File: src/rtl/instruction_fetch.sv
// Fetch stage: owns the PC, reads one- or two-byte instructions from
// program memory and presents them to execute over a valid/ready handshake.
module instruction_fetch #(
    parameter int ADDR_W   = 5,
    parameter int DATA_W   = 8,
    parameter int RESET_PC = 0
) (
    input  logic              clk,
    input  logic              reset,
    output logic [ADDR_W-1:0] pm_addr,
    input  logic [DATA_W-1:0] pm_data,
    output logic              instr_valid,
    input  logic              instr_ready,
    output logic [3:0]        opcode,
    output logic [3:0]        operand,
    output logic [DATA_W-1:0] imm,
    output logic              has_imm,
    output logic [ADDR_W-1:0] instr_pc,
    input  logic              redirect_valid,
    input  logic [ADDR_W-1:0] redirect_addr
);

    // Opcodes that carry an immediate byte after the opcode byte.
    localparam logic [3:0] OP_LDI = 4'b0010;
    localparam logic [3:0] OP_JZ  = 4'b1101;

    typedef enum logic [1:0] {
        FETCH_OP  = 2'd0,
        FETCH_IMM = 2'd1,
        HOLD      = 2'd2
    } state_t;

    state_t              state_q, state_d;
    logic [ADDR_W-1:0]   pc_q, pc_d;
    logic [DATA_W-1:0]   ir_q, ir_d;
    logic [DATA_W-1:0]   imm_q, imm_d;
    logic                has_imm_q, has_imm_d;
    logic                valid_q, valid_d;
    logic [ADDR_W-1:0]   instr_pc_q, instr_pc_d;

    logic [3:0]          fetched_op;
    logic                fetched_two_byte;
    logic [ADDR_W-1:0]   pc_inc;

    assign fetched_op       = pm_data[DATA_W-1 -: 4];
    assign fetched_two_byte = (fetched_op == OP_LDI) || (fetched_op == OP_JZ);
    // Natural width truncation gives the modulo-2^ADDR_W wrap.
    assign pc_inc           = pc_q + ADDR_W'(1);

    // State and instruction registers; reset discards any partial fetch.
    always_ff @(posedge clk or posedge reset) begin
        if (reset) begin
            state_q    <= FETCH_OP;
            pc_q       <= ADDR_W'(RESET_PC);
            ir_q       <= '0;
            imm_q      <= '0;
            has_imm_q  <= 1'b0;
            valid_q    <= 1'b0;
            instr_pc_q <= '0;
        end else begin
            state_q    <= state_d;
            pc_q       <= pc_d;
            ir_q       <= ir_d;
            imm_q      <= imm_d;
            has_imm_q  <= has_imm_d;
            valid_q    <= valid_d;
            instr_pc_q <= instr_pc_d;
        end
    end

    // Next-state logic: fetch opcode, optionally fetch immediate, then hold
    // until execute accepts; redirect is only honoured on that acceptance.
    always_comb begin
        state_d    = state_q;
        pc_d       = pc_q;
        ir_d       = ir_q;
        imm_d      = imm_q;
        has_imm_d  = has_imm_q;
        valid_d    = valid_q;
        instr_pc_d = instr_pc_q;
        case (state_q)
            FETCH_OP: begin
                ir_d       = pm_data;
                instr_pc_d = pc_q;
                pc_d       = pc_inc;
                if (fetched_two_byte) begin
                    state_d = FETCH_IMM;
                end else begin
                    has_imm_d = 1'b0;
                    imm_d     = '0;
                    valid_d   = 1'b1;
                    state_d   = HOLD;
                end
            end
            FETCH_IMM: begin
                imm_d     = pm_data;
                has_imm_d = 1'b1;
                pc_d      = pc_inc;
                valid_d   = 1'b1;
                state_d   = HOLD;
            end
            HOLD: begin
                if (valid_q && instr_ready) begin
                    valid_d = 1'b0;
                    state_d = FETCH_OP;
                    if (redirect_valid) begin
                        pc_d = redirect_addr;
                    end
                end
            end
            default: begin
                state_d = FETCH_OP;
                valid_d = 1'b0;
            end
        endcase
    end

    assign pm_addr     = pc_q;
    assign instr_valid = valid_q;
    assign opcode      = ir_q[DATA_W-1 -: 4];
    assign operand     = ir_q[3:0];
    assign imm         = imm_q;
    assign has_imm     = has_imm_q;
    assign instr_pc    = instr_pc_q;

endmodule

File: config.mk
export PLATFORM = sky130hd
export DESIGN_NAME = instruction_fetch
export DESIGN_NICKNAME = d
export VERILOG_FILES = /design/src/rtl/instruction_fetch.sv
export SDC_FILE = /design/constraint.sdc
export NUM_CORES = 1
export LEC_CHECK = 0
export CAP_MARGIN = 20
export CORE_MARGIN = 5
export CORE_UTILIZATION = 45
export DETAILED_ROUTE_END_ITERATION = 10
export DONT_BUFFER_PORTS = 1
export PLACE_DENSITY = 0.62
export SYNTH_ARGS = -nofsm -noshare
export SYNTH_HDL_FRONTEND = slang
export SYNTH_SLANG_ARGS = --single-unit
File: constraint.sdc
create_clock -name clk -period 2.9 [get_ports clk]
set_clock_uncertainty 0.15 [all_clocks]
set_input_delay 0.58 -clock clk [delete_from_list [all_inputs] [get_ports clk]]
set_output_delay 0.58 -clock clk [all_outputs]
set_load 0.01 [all_outputs]
==> flow_summary_export.csv, run 1 <==
group,metric,value,unit
status,outcome,"finished clean",
grt,grtUsageMet2,0.2178,
cells_and_area,antennaDiodeCount,0,
cells_and_area,area_growth,4.817,%
clocking,numCtsBuffers,5,
routing,drc,0,
timing,fmax,502.4,MHz
placed_design,hpwl,2055,µm
synthesis,synth_common_cells,"dfrtp_1, mux2_2, a21o_1",
synthesis,synthTopCellsByArea,"dfrtp_1, mux2_2, a21o_1",
grt,grtUsageTotal,0.1445,
routing,routedWlPerCell,18.58,µm
critical_path,start_kind,"flop",
clocking,root_buffer,"clkbuf_4",
critical_path,crit_fanout,22,
synthesis,synth_fa_ha_area_frac,0.008921,
power,p_total,0.001525,W
routing,drt_iter0_drc,43,
cells_and_area,fin_nets,129,
synthesis,yosysMostFrequentCell,"dfrtp_1",
synthesis,synth_seq_cells,30,
placed_design,pre_cts_ws,881.4,ps
synthesis,synth_area_per_cell,12.99,µm²
placed_design,io_buffers,0,
timing,setup_viol,0,
synthesis,synth-simple-area-share,0.09813,
cells_and_area,stdcell_count,154,
clocking,htreeDepth,2,
routing,drtAntennaViolNets,0,
run,maxCapViolations,0,
synthesis,synth.top_cell.area_share,0.5352,
routing,first_pass_iters,4,
critical_path,end_kind,"flop",
critical_path,required,2950,ps
synthesis,synth_ff_type,"dfrtp_1",
timing,hold_viol_final,0,
power,p_leak,0.7174,nW
die,coreArea,3028,µm²
synthesis,synth_compound_area_frac,0.1855,
grt,grt_max_degree,31,
timing,fin_ws,909.5,ps
grt,grt.busiest_layer,"met2",
grt,grt_overflow_total,0,
timing,slew-limit-headroom,0.5566,
timing,worst_pin_slew,663.7,ps
synthesis,async_flop_share,1.000,
clocking,cts_setup_buffers,0,
timing,final-max-slew-violation-count,0,
synthesis,seq_area_frac_synth,0.5352,
grt,met1_usage,0.1734,
synthesis,synthMuxAreaShare,0.1258,
clocking,cts_resized,0,
synthesis,ys_types,31,
min_path,hold_path.class,"input port to async pin",
grt,grt_pass1_vias,943,
cells_and_area,finish.utilization,0.4855,
cells_and_area,drive_above_1_share,0.2727,
routing,via_per_inst,5.961,
die,boundaryPins,45,
routing,vias,918,
routing,routed_wl,2862,µm
critical_path,reg2reg_slack,910,ps
die,start_util,0.4632,
clocking,clk_latency,310,ps
critical_path,criticalPathCategory,"flop to flop",
clocking,tritoncts,"done",
grt,use_met3,0.07143,
synthesis,synthCells,108,
synthesis,syn_nets,126,
timing,setup_tns,0,ps
critical_path,crit_arrival,2040,ps
die,rows,20,
clocking,cts_sinks,30,
power,power_density,1037,nW/µm²
power,ir_drop,0.5667,mV
clocking,clkTransAtPathRegs,90,ps
synthesis,synth_edf_count,0,
timing,min_period,1991,ps
synthesis,synth_top_family_by_area,"compound AO/OA/AOI/OAI gates",
clocking,cts_max_path_buffers,2,
placed_design,post-place-cells,148,
placed_design,gp_congestion,0.8608,
synthesis,yosys_warnings,0,
timing,rsz0062_at_grt,"false",
synthesis,synth_xor_area_frac,0,
die,die_w,65.83,µm
clocking,cts_hold_buf,0,
grt,antenna_found_initial,0,
synthesis,netlist_area,1403,µm²
die,dieHeight,65.83,µm
timing,timing.final.crit_share,0.6864,
grt,grt_pass1_wl,4740,µm
die,dieArea,4334,µm²
synthesis,synth_largest_area_cell,"dfrtp_1",
-- report_power, final --
group	leakage (nW)	switching, W	internal (W)
sequential	0.367	0.000271	0.000580
combinational	0.320	0.000178	0.000261
clock	0.0302	0.000125	0.000109
-- registers in the layout, summed over array words and instances, names as in the netlist --
register     count
imm              8
ir_q             8
has_imm          1
state_q          2
instr_pc         5
instr_valid      1
pm_addr          5
-- kinds of logic (layout without fill, tap and decap cells) --
family	count (synthesis)	count (layout)
flip-flops	30	30
adder cells (fa/ha/maj)	1	1
multiplexers	16	16
AND/OR/NAND/NOR	20	20
buffers and inverters	9	11
AO/OA/AOI/OAI	32	32
-- worst paths after layout --
check,startpoint,endpoint,cells past startpoint
max,state_q[1],instr_pc[2],3
min,reset,imm[0],2
max reg2reg,state_q[1],instr_pc[2],3
min reg2reg,imm[6],imm[6],1
max in group asynchronous,reset,instr_pc[2],2
min in group clk,pm_data[0],ir_q[0],1
-- per-stage QoR --
stage / cell area (µm²) / hold slack (ps)
final: 1470 / 69.59
after CTS: 1470 / 66.56
after floorplan: 1403 / 367.8
after detailed placement: 1419 / 415.5
after global routing: 1470 / 98.32
after global placement: 1419 / 402.4
-- layout make-up --
cell class | instances | area [µm²]
multi-input cells | 69 | 586.8
well taps | 44 | 55.05
clock buffers | 6 | 51.30
repair buffers | 2 | 15.01
fillers | 265 | 1558
inverters | 3 | 11.26
flip-flops and latches | 30 | 750.7
-- layout by cell type (no fill, tap or decap), types with 4 or more instances in the layout --
| master | synthesis | routed |
|---|---|---|
| o21ai_0 | 4 | 4 |
| clkbuf_4 | 0 | 5 |
| mux2_2 | 13 | 13 |
| dfrtp_1 | 30 | 30 |
| a21o_1 | 10 | 10 |
| a22o_2 | 5 | 5 |
| nand3_1 | 4 | 4 |
-- critical path: stages, from the launching register on --
cell     delay, ps
dfrtp_1        620
nor2_1         490
buf_4          270
mux2_2         340
-- metal layers --
| metal | wire length, µm | up-vias |
|---|---|---|
| met2 | 1401 | 38 |
| met3 | 265 | 6 |
| li1 | - | 411 |
| met5 | 0 | - |
| met1 | 1138 | 463 |
| met4 | 57 | 0 |
Note: power is estimated with default switching activity, not from simulation.
==> run 2: changes to the inputs <==
- PLACE_DENSITY: 0.62 -> 0.64
- clock period: 2.9 -> 1.6 ns (I/O delays scaled with it)
==> run 2 against run 1 <==
Net effect: clock-buffer cell count is the same; critical endpoint is now pm_addr[3]; worst hold slack got worse by 24 ps; sequential power up 68%; global-route usage grew 1.6 points; highest routed layer unchanged.
==> flow_summary_export.csv, run 2 (synthesized netlist as in run 1, its figures left out) <==
group,metric,value,unit
status,outcome,"finished clean",
timing,hold_viol_final,0,
routing,routedWlPerCell,17.28,µm
clocking,clkTransAtPathRegs,100,ps
clocking,cts_sinks,30,
clocking,clk_latency,320,ps
timing,worst_pin_slew,399.2,ps
cells_and_area,antennaDiodeCount,0,
critical_path,required,1660,ps
critical_path,start_kind,"flop",
die,die_w,65.83,µm
timing,final-max-slew-violation-count,0,
run,maxCapViolations,0,
die,start_util,0.4632,
grt,grt_pass1_vias,1076,
timing,min_period,1455,ps
critical_path,criticalPathCategory,"flop to flop",
cells_and_area,layout_common_cells,"dfrtp_1, mux2_2, buf_4",
placed_design,hpwl,2173,µm
power,p_comb_frac,0.367,
die,dieHeight,65.83,µm
routing,vias,990,
timing,setup_viol,0,
die,rows,20,
cells_and_area,finish.utilization,0.5467,
routing,routed_wl,3024,µm
power,ir_drop,0.8190,mV
critical_path,crit_arrival,1520,ps
critical_path,end_kind,"flop",
cells_and_area,area_growth,18.02,%
timing,fmax,687.4,MHz
cells_and_area,layout_commonest_cell,"dfrtp_1",
min_path,hold_path.class,"input port to flop",
timing,setup_tns,0,ps
routing,drc,0,
timing,slew-limit-headroom,0.7327,
clocking,tritoncts,"done",
power,internal_power,0.001872,W
clocking,cts_setup_buffers,0,
timing,timing.final.crit_share,0.9092,
routing,via_per_inst,5.657,
cells_and_area,drive_above_1_share,0.3282,
power,p_sw_frac,0.3745,
die,coreArea,3028,µm²
clocking,numCtsBuffers,5,
die,boundaryPins,45,
power,p_sw,0.001121,W
clocking,htreeDepth,2,
grt,grtUsageTotal,0.1605,
placed_design,gp_congestion,0.7870,
grt,grt_pass1_wl,5209,µm
cells_and_area,fin_nets,148,
power,power_density,1808,nW/µm²
power,p_seq_frac,0.476,
routing,first_pass_iters,4,
critical_path,crit_fanout,7,
grt,grt_max_degree,31,
routing,drt_iter0_drc,96,
grt,antenna_found_initial,0,
placed_design,io_buffers,0,
routing,drtAntennaViolNets,0,
clocking,root_buffer,"clkbuf_4",
die,dieArea,4334,µm²
power,p_leak,0.8067,nW
grt,grt_overflow_total,0,
timing,rsz0062_at_grt,"false",
clocking,cts_max_path_buffers,2,
power,power_frac_clock,0.157,
critical_path,reg2reg_slack,150,ps
-- run 2: cell types whose count changed in the layout (fill, tap and decap cells not counted), sizes merged --
cell and delta:
dlygate4sd3 +10, buf +9, clkinv +1, clkinvlp +1
-- run 2: power groups by stage --
| stage | logic (W) | clock network (W) | registers [W] |
|---|---|---|---|
| 2_1_floorplan | 0.000804 | 0 | 0.00140 |
| 3_3_place_gp | 0.00104 | 0 | 0.00144 |
| 3_5_place_dp | 0.00108 | 0 | 0.00144 |
| 4_1_cts | 0.00109 | 0.000489 | 0.00143 |
| 5_1_grt | 0.00122 | 0.000540 | 0.00147 |
| 6_report | 0.00110 | 0.000469 | 0.00143 |
-- run 2: final timing paths --
path                                  start          to  cells after the start
hold / removal             redirect_addr[0]  pm_addr[0]                      2
hold reg to reg                     has_imm     has_imm                      1
max in group asynchronous             reset     ir_q[7]                      3
setup reg to reg                 state_q[0]  pm_addr[3]                      4
min in group asynchronous             reset  pm_addr[0]                      3
setup / recovery                 state_q[0]  pm_addr[3]                      4
-- run 2: area by class of cell --
type / instances / area, µm²
well taps: 44 / 55.05
fillers: 266 / 1373
flip-flops and latches: 30 / 750.7
clock inverters: 2 / 12.51
multi-input cells: 69 / 591.8
inverters: 3 / 11.26
repair buffers: 21 / 182.7
clock buffers: 6 / 51.30
-- run 2: critical path, cell delays in order (launching register included) --
cell      delay (ps)
dfrtp_1          450
nand4b_4         190
buf_4            160
and2_1           180
o22a_1           220
-- run 2: metrics by stage --
| stage | hold WS, ps | cell area (µm²) | setup slack (ps) | total power [W] | std cells |
|---|---|---|---|---|---|
| 4_1_cts | 12.38 | 1640 | 17.82 | 0.003012 | 174 |
| 5_1_grt | 21.33 | 1655 | 67.76 | 0.003235 | 175 |
| 2_1_floorplan | 260.8 | 1403 | 52.18 | 0.002205 | 108 |
| 3_3_place_gp | 156.3 | 1486 | 64.58 | 0.002480 | 157 |
| 6_report | 45.25 | 1655 | 145.2 | 0.002993 | 175 |
| 3_5_place_dp | 159.9 | 1486 | 27.36 | 0.002523 | 157 |
-- run 2: metal layers --
metal  global-route usage  routed length (µm)  vias to the layer above
met5                    0                   0                        -
met2               0.2703                1485                       40
met3              0.06803                 276                        6
met1               0.1814                1218                      498
met4              0.05440                  44                        0
li1                     -                   -                      446
-- run 2: timing repair --
action,CTS,global route
hold buffers,9,1
resized for setup,0,2
setup endpoints to repair,0,10
hold endpoints to repair,38,1
==> run 3: changes to the inputs <==
- RECOVER_POWER: default -> 25
==> run 3 against run 2 <==
Net effect: via count is 0.20% lower; worst setup slack lost 1.4 ps; sequential share of layout area rose by 0.069 points; critical path type unchanged; highest routed layer unchanged; critical path depth unchanged; cell area is 0.15% lower; critical endpoint unchanged.
==> flow_summary_export.csv, run 3 (synthesized netlist as in run 1, its figures left out) <==
group,metric,value,unit
status,outcome,"finished clean",
power,p_comb_frac,0.367,
timing,fmax,686.8,MHz
power,internal_power,0.001871,W
die,die_w,65.83,µm
grt,grt_max_degree,31,
cells_and_area,area_growth,17.84,%
timing,final-max-slew-violation-count,0,
grt,use_met3,0.06803,
cells_and_area,regArea,750.7,µm²
clocking,root_buffer,"clkbuf_4",
placed_design,place_area,1486,µm²
critical_path,start_kind,"flop",
die,boundaryPins,45,
cells_and_area,antennaDiodeCount,0,
cells_and_area,fin_nets,148,
power,p_sw_frac,0.3746,
critical_path,path_cells,"nand4b_4 -> buf_4 -> and2_1 -> o22a_1",
cells_and_area,multi_input_area,591.8,µm²
clocking,cts_max_path_buffers,2,
power,power_density,1810,nW/µm²
cells_and_area,drive_above_1_share,0.3282,
clocking,cts_sinks,30,
timing,rsz0062_at_grt,"false",
placed_design,post-place-cells,157,
critical_path,criticalPathCategory,"flop to flop",
placed_design,gp_congestion,0.7870,
min_path,hold_path.class,"input port to flop",
power,p_seq_frac,0.477,
die,dieHeight,65.83,µm
critical_path,crit_arrival,1520,ps
routing,drt_iter0_drc,96,
timing,setup_tns,0,ps
critical_path,end_kind,"flop",
routing,vias,988,
routing,routed_wl,3025,µm
routing,via_per_inst,5.646,
routing,first_pass_iters,4,
cells_and_area,layout_common_cells,"dfrtp_1, mux2_2, a21o_1, dlygate4sd3_1, buf_4",
die,start_util,0.4632,
grt,met1_usage,0.1814,
grt,grt_pass1_vias,1076,
timing,hold_viol_final,0,
critical_path,crit_fanout,7,
routing,drtAntennaViolNets,0,
grt,grtUsageTotal,0.1605,
clocking,numCtsBuffers,5,
timing,timing.final.crit_share,0.9101,
placed_design,hpwl,2173,µm
timing,slew-limit-headroom,0.5078,
timing,worst_pin_slew,738.3,ps
timing,setup_viol,0,
cells_and_area,fillers,266,
cells_and_area,stdcell_count,175,
power,power_frac_clock,0.157,
timing,min_period,1456,ps
clocking,clkTransAtPathRegs,100,ps
grt,grtUsageMet2,0.2703,
grt,grt.busiest_layer,"met2",
clocking,tritoncts,"done",
placed_design,io_buffers,0,
critical_path,max_stage_delay,450,ps
die,coreArea,3028,µm²
die,rows,20,
routing,drc,0,
run,maxCapViolations,0,
critical_path,required,1660,ps
critical_path,critPathSlowestCell,"dfrtp_1",
die,dieArea,4334,µm²
power,ir_drop,0.8191,mV
grt,antenna_found_initial,0,
clocking,htreeDepth,2,
power,p_leak,0.8061,nW
grt,grt_pass1_wl,5209,µm
cells_and_area,final_area,1653,µm²
clocking,clk_latency,320,ps
cells_and_area,layout_commonest_cell,"dfrtp_1",
grt,grt_overflow_total,0,
routing,routedWlPerCell,17.29,µm
power,p_sw,0.001121,W
clocking,cts_setup_buffers,0,
[run 3: worst max-delay path: cells and delay by family, from the launching register on]
family	cells	cell delay (ps)
simple gates	2	370
flops	1	450
compound gates	1	220
buf+inv	1	160
[run 3: final cells by class]
class                   instances  area share
repair buffers                 21      0.1090
clock inverters                 2    0.007570
inverters                       3    0.006813
flip-flops and latches         30      0.4542
clock buffers                   6     0.03104
multi-input cells              69      0.3581
well taps                      44     0.03331
[run 3: path summary, 6_finish.rpt]
check	depth (start not counted)	endpoint	from	slack, ps
setup reg to reg	4	pm_addr[3]	state_q[0]	140
hold / removal	2	pm_addr[0]	redirect_addr[0]	50
min in group asynchronous	3	pm_addr[0]	reset	480
hold reg to reg	1	has_imm	has_imm	420
setup / recovery	4	pm_addr[3]	state_q[0]	140
max in group asynchronous	3	ir_q[7]	reset	330
[run 3: through the flow]
step                      hold WS, ps  utilization  worst slack [ps]  power (W)
after CTS                       12.38       0.5417             17.82   0.003012
after detailed placement        159.9       0.4909             27.36   0.002523
after global placement          156.3       0.4909             64.58   0.002480
final                           45.29       0.5459             143.9   0.002992
after floorplan                 260.8            -             52.18   0.002205
after global routing            21.33       0.5459             67.76   0.003234
[run 3: what timing repair did]
| action | in CTS | in global routing |
|---|---|---|
| resized for setup | 0 | 2 |
| hold endpoints to repair | 38 | 1 |
| hold buffers | 9 | 1 |
| setup endpoints to repair | 0 | 10 |
[run 3: power by group through the flow]
stage          sequential, W  combinational [W]  clock [W]
6_report             0.00143            0.00110   0.000469
5_1_grt              0.00147            0.00122   0.000540
4_1_cts              0.00143            0.00109   0.000489
2_1_floorplan        0.00140           0.000804          0
3_3_place_gp         0.00144            0.00104          0
3_5_place_dp         0.00144            0.00108          0
[run 3: per-layer routing]
layer | vias up | routed length [µm] | part of all wire
met5 | - | 0 | 0
met4 | 0 | 44 | 0.015
met3 | 6 | 277 | 0.092
met2 | 40 | 1483 | 0.49
met1 | 496 | 1220 | 0.40
li1 | 446 | - | -
